`src/rtl/mul8_seq_ctrl_if.sv`:
```
// rtl/mul8_seq_ctrl_if.sv - operand/result handshakes and shared 4x4 core hookup for mul8_seq_ctrl
interface mul8_seq_ctrl_if;
  logic        in_valid;
  logic        in_ready;
  logic [7:0]  in_a;
  logic [7:0]  in_b;
  logic [3:0]  mul_m;
  logic [3:0]  mul_q;
  logic [7:0]  mul_p;
  logic        out_valid;
  logic        out_ready;
  logic [15:0] out_prod;
  logic        busy;

  modport master (
    output in_valid, in_a, in_b, mul_p, out_ready,
    input  in_ready, mul_m, mul_q, out_valid, out_prod, busy
  );

  modport slave (
    input  in_valid, in_a, in_b, mul_p, out_ready,
    output in_ready, mul_m, mul_q, out_valid, out_prod, busy
  );
endinterface

```
`src/rtl/mul8_seq_ctrl.sv`:
```
// rtl/mul8_seq_ctrl.sv - 8x8 unsigned multiply sequenced over an external shared 4x4 core
module mul8_seq_ctrl #(
  parameter bit ZERO_SKIP = 1'b1
) (
  input  logic          clk,
  input  logic          rst,
  mul8_seq_ctrl_if.slave bus
);

  typedef enum logic [1:0] {IDLE, STEP, DONE} state_t;

  state_t      state;
  logic [1:0]  step;
  logic [7:0]  a_reg;
  logic [7:0]  b_reg;
  logic [15:0] acc;
  logic        out_valid_r;
  logic        busy_r;
  logic [15:0] partial;

  // step[0] picks the a nibble, step[1] the b nibble: lo/lo, hi/lo, lo/hi, hi/hi
  always_comb begin
    bus.mul_m = 4'h0;
    bus.mul_q = 4'h0;
    if (state == STEP) begin
      bus.mul_m = step[0] ? a_reg[7:4] : a_reg[3:0];
      bus.mul_q = step[1] ? b_reg[7:4] : b_reg[3:0];
    end
  end

  always_comb begin
    partial = {8'h00, bus.mul_p};
    case (step)
      2'd0:    partial = {8'h00, bus.mul_p};
      2'd1,
      2'd2:    partial = {4'h0, bus.mul_p, 4'h0};
      default: partial = {bus.mul_p, 8'h00};
    endcase
  end

  always_ff @(posedge clk or posedge rst) begin
    if (rst) begin
      state       <= IDLE;
      step        <= 2'd0;
      a_reg       <= 8'h00;
      b_reg       <= 8'h00;
      acc         <= 16'h0000;
      out_valid_r <= 1'b0;
      busy_r      <= 1'b0;
    end else begin
      case (state)
        IDLE: begin
          if (bus.in_valid) begin
            a_reg  <= bus.in_a;
            b_reg  <= bus.in_b;
            acc    <= 16'h0000;
            step   <= 2'd0;
            busy_r <= 1'b1;
            if (ZERO_SKIP && (bus.in_a == 8'h00 || bus.in_b == 8'h00)) begin
              state       <= DONE;
              out_valid_r <= 1'b1;
            end else begin
              state <= STEP;
            end
          end
        end
        STEP: begin
          acc  <= acc + partial;
          step <= step + 2'd1;
          if (step == 2'd3) begin
            state       <= DONE;
            out_valid_r <= 1'b1;
          end
        end
        DONE: begin
          if (bus.out_ready) begin
            state       <= IDLE;
            out_valid_r <= 1'b0;
            busy_r      <= 1'b0;
          end
        end
        default: begin
          state       <= IDLE;
          out_valid_r <= 1'b0;
          busy_r      <= 1'b0;
        end
      endcase
    end
  end

  // Held off during reset so nothing is accepted until the first cycle after release
  assign bus.in_ready  = (state == IDLE) && !rst;
  assign bus.out_valid = out_valid_r;
  assign bus.busy      = busy_r;
  assign bus.out_prod  = acc;

endmodule
```
`src/flat_wrapper.sv`:
```
// flat-port wrapper written by rule: the top's interface ports become plain ports
module mul8_seq_ctrl_flat 
#(
  parameter bit ZERO_SKIP = 1'b1
)
  (clk, rst, bus_in_valid, bus_in_a, bus_in_b, bus_mul_p, bus_out_ready, bus_in_ready, bus_mul_m, bus_mul_q, bus_out_valid, bus_out_prod, bus_busy);
  mul8_seq_ctrl_if bus_i ();
  input  logic clk;
  input  logic rst;
  input wire logic [$bits(bus_i.in_valid)-1:0] bus_in_valid;
  input wire logic [$bits(bus_i.in_a)-1:0] bus_in_a;
  input wire logic [$bits(bus_i.in_b)-1:0] bus_in_b;
  input wire logic [$bits(bus_i.mul_p)-1:0] bus_mul_p;
  input wire logic [$bits(bus_i.out_ready)-1:0] bus_out_ready;
  output wire logic [$bits(bus_i.in_ready)-1:0] bus_in_ready;
  output wire logic [$bits(bus_i.mul_m)-1:0] bus_mul_m;
  output wire logic [$bits(bus_i.mul_q)-1:0] bus_mul_q;
  output wire logic [$bits(bus_i.out_valid)-1:0] bus_out_valid;
  output wire logic [$bits(bus_i.out_prod)-1:0] bus_out_prod;
  output wire logic [$bits(bus_i.busy)-1:0] bus_busy;
  assign bus_i.in_valid = bus_in_valid;
  assign bus_i.in_a = bus_in_a;
  assign bus_i.in_b = bus_in_b;
  assign bus_i.mul_p = bus_mul_p;
  assign bus_i.out_ready = bus_out_ready;
  assign bus_in_ready = bus_i.in_ready;
  assign bus_mul_m = bus_i.mul_m;
  assign bus_mul_q = bus_i.mul_q;
  assign bus_out_valid = bus_i.out_valid;
  assign bus_out_prod = bus_i.out_prod;
  assign bus_busy = bus_i.busy;
  mul8_seq_ctrl #(.ZERO_SKIP(ZERO_SKIP)) u_core (.clk(clk), .rst(rst), .bus(bus_i));
endmodule
```
`config.mk`:
```
export PLATFORM = sky130hd
export DESIGN_NAME = mul8_seq_ctrl_flat
export DESIGN_NICKNAME = d
export VERILOG_FILES = /design/src/rtl/mul8_seq_ctrl_if.sv /design/src/rtl/mul8_seq_ctrl.sv /design/src/flat_wrapper.sv
export SDC_FILE = /design/constraint.sdc
export NUM_CORES = 1
export LEC_CHECK = 0
export ABC_CLOCK_PERIOD_IN_PS = 3750
export BUFFER_PORTS_ARGS = -buffer_cell sky130_fd_sc_hd__buf_2
export CAP_MARGIN = 30
export CORE_MARGIN = 2
export CORE_UTILIZATION = 45
export DETAILED_ROUTE_END_ITERATION = 12
export MAX_ROUTING_LAYER = met4
export PLACE_DENSITY = 0.79
export SLEW_MARGIN = 20
export SYNTH_ARGS = -nofsm -noshare
export SYNTH_HDL_FRONTEND = slang
export SYNTH_SLANG_ARGS = --single-unit
```
`constraint.sdc`:
```
create_clock -name clk -period 3.75 [get_ports clk]
set_input_delay 0.1875 -clock clk [delete_from_list [all_inputs] [get_ports clk]]
set_output_delay 0.1875 -clock clk [all_outputs]
set_load 0.1 [all_outputs]
```
Yosys cells after proc, flatten, opt, wreduce, memory -nomap -nowiden
Cells that the tools add are included.
Word-level totals
  bits in registers: 38
  input port bits: 28
  output and inout port bits: 27
Cells by class
  add/subtract/negate cells: 2
  eq/ne operators: 9
  multiplexer cells: 21
  bitwise logic cells: 1
  reductions and logical operators: 14
Operators with widths (number)
  $pmux W16 S2: 2
  $add A16 B16 Y16: 1
  $logic_not A8 Y1: 2
  $mux W16: 1
  $mux W4: 4
  $mux W2: 5
  $eq A2 B2 Y1 const B: 3
  $ne A2 B2 Y1 const B: 3
  $pmux W1 S3: 2
  $pmux W2 S3: 1
  $reduce_and A3 Y1: 2
  $mux W1: 5
  $eq A2 B1 Y1 const B: 2
  $logic_not A2 Y1: 2
  $pmux W2 S2: 1
  $reduce_and A2 Y1: 2
  $reduce_and A4 Y1: 1
  $add A2 B1 Y2 const B: 1
  $ne A2 B1 Y1 const B: 1
  $reduce_bool A2 Y1: 1
  $reduce_or A2 Y1: 1
  $logic_and A1 B1 Y1: 1
  $logic_not A1 Y1: 1
  $logic_or A1 B1 Y1: 1
  $not A1 Y1: 1

Longest topological paths before layout
  depth after elaboration: 5
  gate-level depth with buffers: 14
  gate-level depth less buffers: 13

Worst setup path before layout
Ideal clock, no wire load.
  path type: reg-to-reg
  start point: register u_core.step[0]
  end point: register u_core.acc[14] (netlist: u_core.bus.out_prod[14])
  library setup time: 128 ps
  arrival time: 3028 ps
  data required time: 3622 ps
  path slack: 594 ps
  stages on the path, launching flop included: 15
  path buffers: 3
  clock period less this slack: 3156 ps
  cell sequence: dfrtp_1 > clkbuf_1 > inv_1 > ha_1 > buf_1 > nand2_1 > o21ai_0 > ha_1 > buf_6 > and2_4 > a221o_1 > a221o_1 > a221oi_2 > xor2_1 > o21ai_1
On the way
  cells in the longest elaborated chain, start to end: 5
  elaborated cells between the ends (all ways): 7
Ends and longest elaborated chain
  start, declared: line mul8_seq_ctrl.sv:13  | logic [1:0] step;
  start signal, assigned: line mul8_seq_ctrl.sv:69  | step <= step + 2'd1;
  $eq A2 B1 Y1 or $eq A2 B2 Y1 (tied branches): line mul8_seq_ctrl.sv:33  | case (step)
  $reduce_or A2 Y1: line mul8_seq_ctrl.sv:33
  $pmux W16 S2 (*): line mul8_seq_ctrl.sv:33
  $add A16 B16 Y16 (*): line mul8_seq_ctrl.sv:68  | acc <= acc + partial;
  $pmux W16 S2 (*): line mul8_seq_ctrl.sv:51  | case (state)
  end signal, assigned: line mul8_seq_ctrl.sv:68
  end, declared: line mul8_seq_ctrl.sv:16  | logic [15:0] acc;
Mark *: on every way between the ends. The rest lies on a longest branch, timed or not.
A chain may end at the register's enable or synchronous reset.

Worst setup path after layout
  start point: register u_core.step[0]
  end point: register u_core.acc[12] (netlist: u_core.bus.out_prod[12])
The elaborated chain is that of the path after synthesis.

==> impl_metrics.tcl <==
set metrics [dict create \
    clock-sinks 38 \
    pre_cts_ws_ns 0.548 \
    cts_buffer_depth 2 \
    dp_cells 384 \
    r2r_slack_ns 0.47 \
    largest_register_ff_count 16 \
    layout_setup_ws_ns 0.471 \
    first_global_vias 2138 \
    netlist_top_cells_count "dfrtp_1, nand2_1, o21ai_0" \
    hold_class "in2async" \
    die_y_um 78.7 \
    cp_cell_sequence "ha_1 -> nor2b_1 -> and2_1 -> ha_1 -> inv_1 -> fa_1 -> nor2b_1 -> o2111ai_1 -> a211oi_1 -> a211oi_1 -> xor2_1 -> o21ai_0" \
    stdcell_count 392 \
    nets 365 \
    maxSlewViolCount 0 \
    n_fill_cell 500 \
    critPathCaptureType "register" \
    cp.required_ns 3.95 \
    rows 27 \
    period_minus_slack_ns 3.28 \
    synth_edf_count 0 \
    cts_tree "built" \
    slew_headroom_pct 38.0 \
    postSynth.asyncResetShare_pct 100 \
    synth_fp_nets 315 \
    synth-seq-cells 38 \
    synth_area_per_cell_um2 9.33 \
    grt_max_degree 39 \
    critPathSlowestCell "dfrtp_1" \
    die_x_um 78.7 \
    maxCapViolCount 0 \
    ios 55 \
    drc 0 \
    arrival_ns 3.47 \
    cp-start-kind "register" \
    synth_area_um2 2510 \
    io_buffers 54 \
    area_growth_pct 18.2 \
    worst_pin_slew_ns 0.930 \
    seq_area_frac_synth_pct 37.9 \
    vias_per_cell 5.58 \
    rsz0062_at_grt "no" \
    firstDrtPassIters 7 \
    yosysUniqueCellTypes 45 \
    timing.clock.skew_ns 0.00693 \
    cts_hold_buffers 0 \
    cts_buffers 5 \
    yosys.area.top_type "dfrtp_1" \
    hold_viol 0 \
    yosysMostFrequentCell "dfrtp_1" \
    die_area_um2 6190 \
    slowest_delay_ns 0.50 \
    cts_max_level 2 \
    cts_root_buf "clkbuf_8" \
    grtUsageTotal_pct 21.1 \
    path_max_fanout 18 \
    antenna_left 0 \
    synth.area.top_cells "dfrtp_1, ha_1, mux2_2" \
    synth_cells 269 \
    synth.top_cell.area_share_pct 37.9 \
    run_status "completed" \
    setup_viol 0 \
    grt_pass1_wl_um 10000 \
    whs_ns 0.00349 \
    core_area_um2 5440 \
    via_count 2189 \
    final_layout_size_suffix_gt1_share_pct 27.2 \
    fin_setup_tns_ns 0 \
    wl_um 5900 \
    dp_hpwl_um 4520 \
    cts_resized 0 \
    worstSkewPairLatency_ns 0.29 \
    grt_overflow 0 \
    fin_crit_sh_pct 87.4 \
    wire_per_inst_um 15.0 \
    dr.first_iter.drc_count 174 \
    fmax_mhz 305 \
    grt_antenna_before_repair 0 \
    antenna_cells 0 \
    cts_setup_buffers 0 \
    yosysWarningCount 0 \
    start_util_pct 46.1 \
    crit_type "reg2reg" \
    clkTransAtPathRegs_ns 0.08 \
    place.gp.congestion 1.03 \
    synth_ff_type "dfrtp_1" \
]
[cell type report]
class	instances	area (um^2)	area share, %
Clock buffer	6	82.6	2.78
Sequential cell	38	951	32.1
Timing Repair Buffer	57	293	9.87
Multi-Input combinational cell	207	1450	48.9
Tap cell	72	90.1	3.04
Inverter	10	37.5	1.27
Clock inverter	2	60.1	2.03
[cell families after synthesis]
| family | count (synthesis) | synth area share (%) |
|---|---|---|
| mux | 26 | 11.2 |
| xor+xnor | 14 | 4.89 |
| buf+inv | 24 | 4.24 |
| fa+ha+maj | 18 | 9.28 |
| compound gates | 70 | 18.1 |
| flops | 38 | 37.9 |
| simple gates | 79 | 14.4 |
[metal layers]
layer  vias to the layer above  wire length [um]  global-route usage (%)
li1                       1058                 -                       -
met5                         -                 0                       -
met2                        85              2800                    33.8
met3                        11               426                    4.25
met1                      1035              2580                    26.9
met4                         0                87                    6.67
[worst max-delay path: cells and delay by family (launching register included)]
kind	cells	cell delay, ns
DFF	1	0.50
adders and majority gates	3	0.99
and+or+nand+nor	3	0.58
xor gates and xnor gates	1	0.16
AOI/OAI and AO/OA	4	0.88
buffers and inverters	1	0.06
[cell usage in the layout, fill, tap and decap left out, types with 2 or more instances in the layout]
| master | n |
|---|---|
| o21bai_1 | 3 |
| xor2_1 | 6 |
| and2_1 | 7 |
| a211oi_1 | 3 |
| nand2_1 | 36 |
| a22o_1 | 2 |
| bufinv_16 | 2 |
| a21o_1 | 3 |
| nor2b_1 | 3 |
| clkbuf_8 | 6 |
| buf_4 | 3 |
| inv_1 | 10 |
| o41ai_1 | 2 |
| nor2_1 | 17 |
| a21o_2 | 2 |
| ha_1 | 17 |
| a31oi_1 | 2 |
| mux2i_1 | 9 |
| a21oi_1 | 14 |
| dfrtp_1 | 38 |
| xnor2_1 | 8 |
| nand3_1 | 3 |
| nor4_1 | 4 |
| a22oi_1 | 4 |
| a221o_1 | 2 |
| buf_2 | 54 |
| mux2_2 | 17 |
| nand2b_1 | 3 |
| o21ai_0 | 23 |
| o2111ai_1 | 2 |
[worst paths after layout]
check,from,end,cells after the start
worst max-delay path,u_core.step[0],u_core.bus.out_prod[12],12
worst min-delay path,rst,u_core.bus.out_prod[0],3
worst max register to register,u_core.step[0],u_core.bus.out_prod[12],12
worst min register to register,u_core.bus.out_valid,u_core.bus.out_valid,2
max in group asynchronous,rst,u_core.bus.out_prod[6],3
min in group clk,bus_in_b[2],u_core.b_reg[2],2
[stage by stage]
step | instance area (um^2) | util [%]
floorplan | 2510 | -
global placement | 2820 | 51.9
detailed placement | 2820 | 51.9
CTS | 2970 | 54.5
global route | 2970 | 54.5
finish | 2970 | 54.5
Power is left out: the tool's default activity adds up to more than one toggle a clock period on the data nets, which glitch-free logic cannot reach.
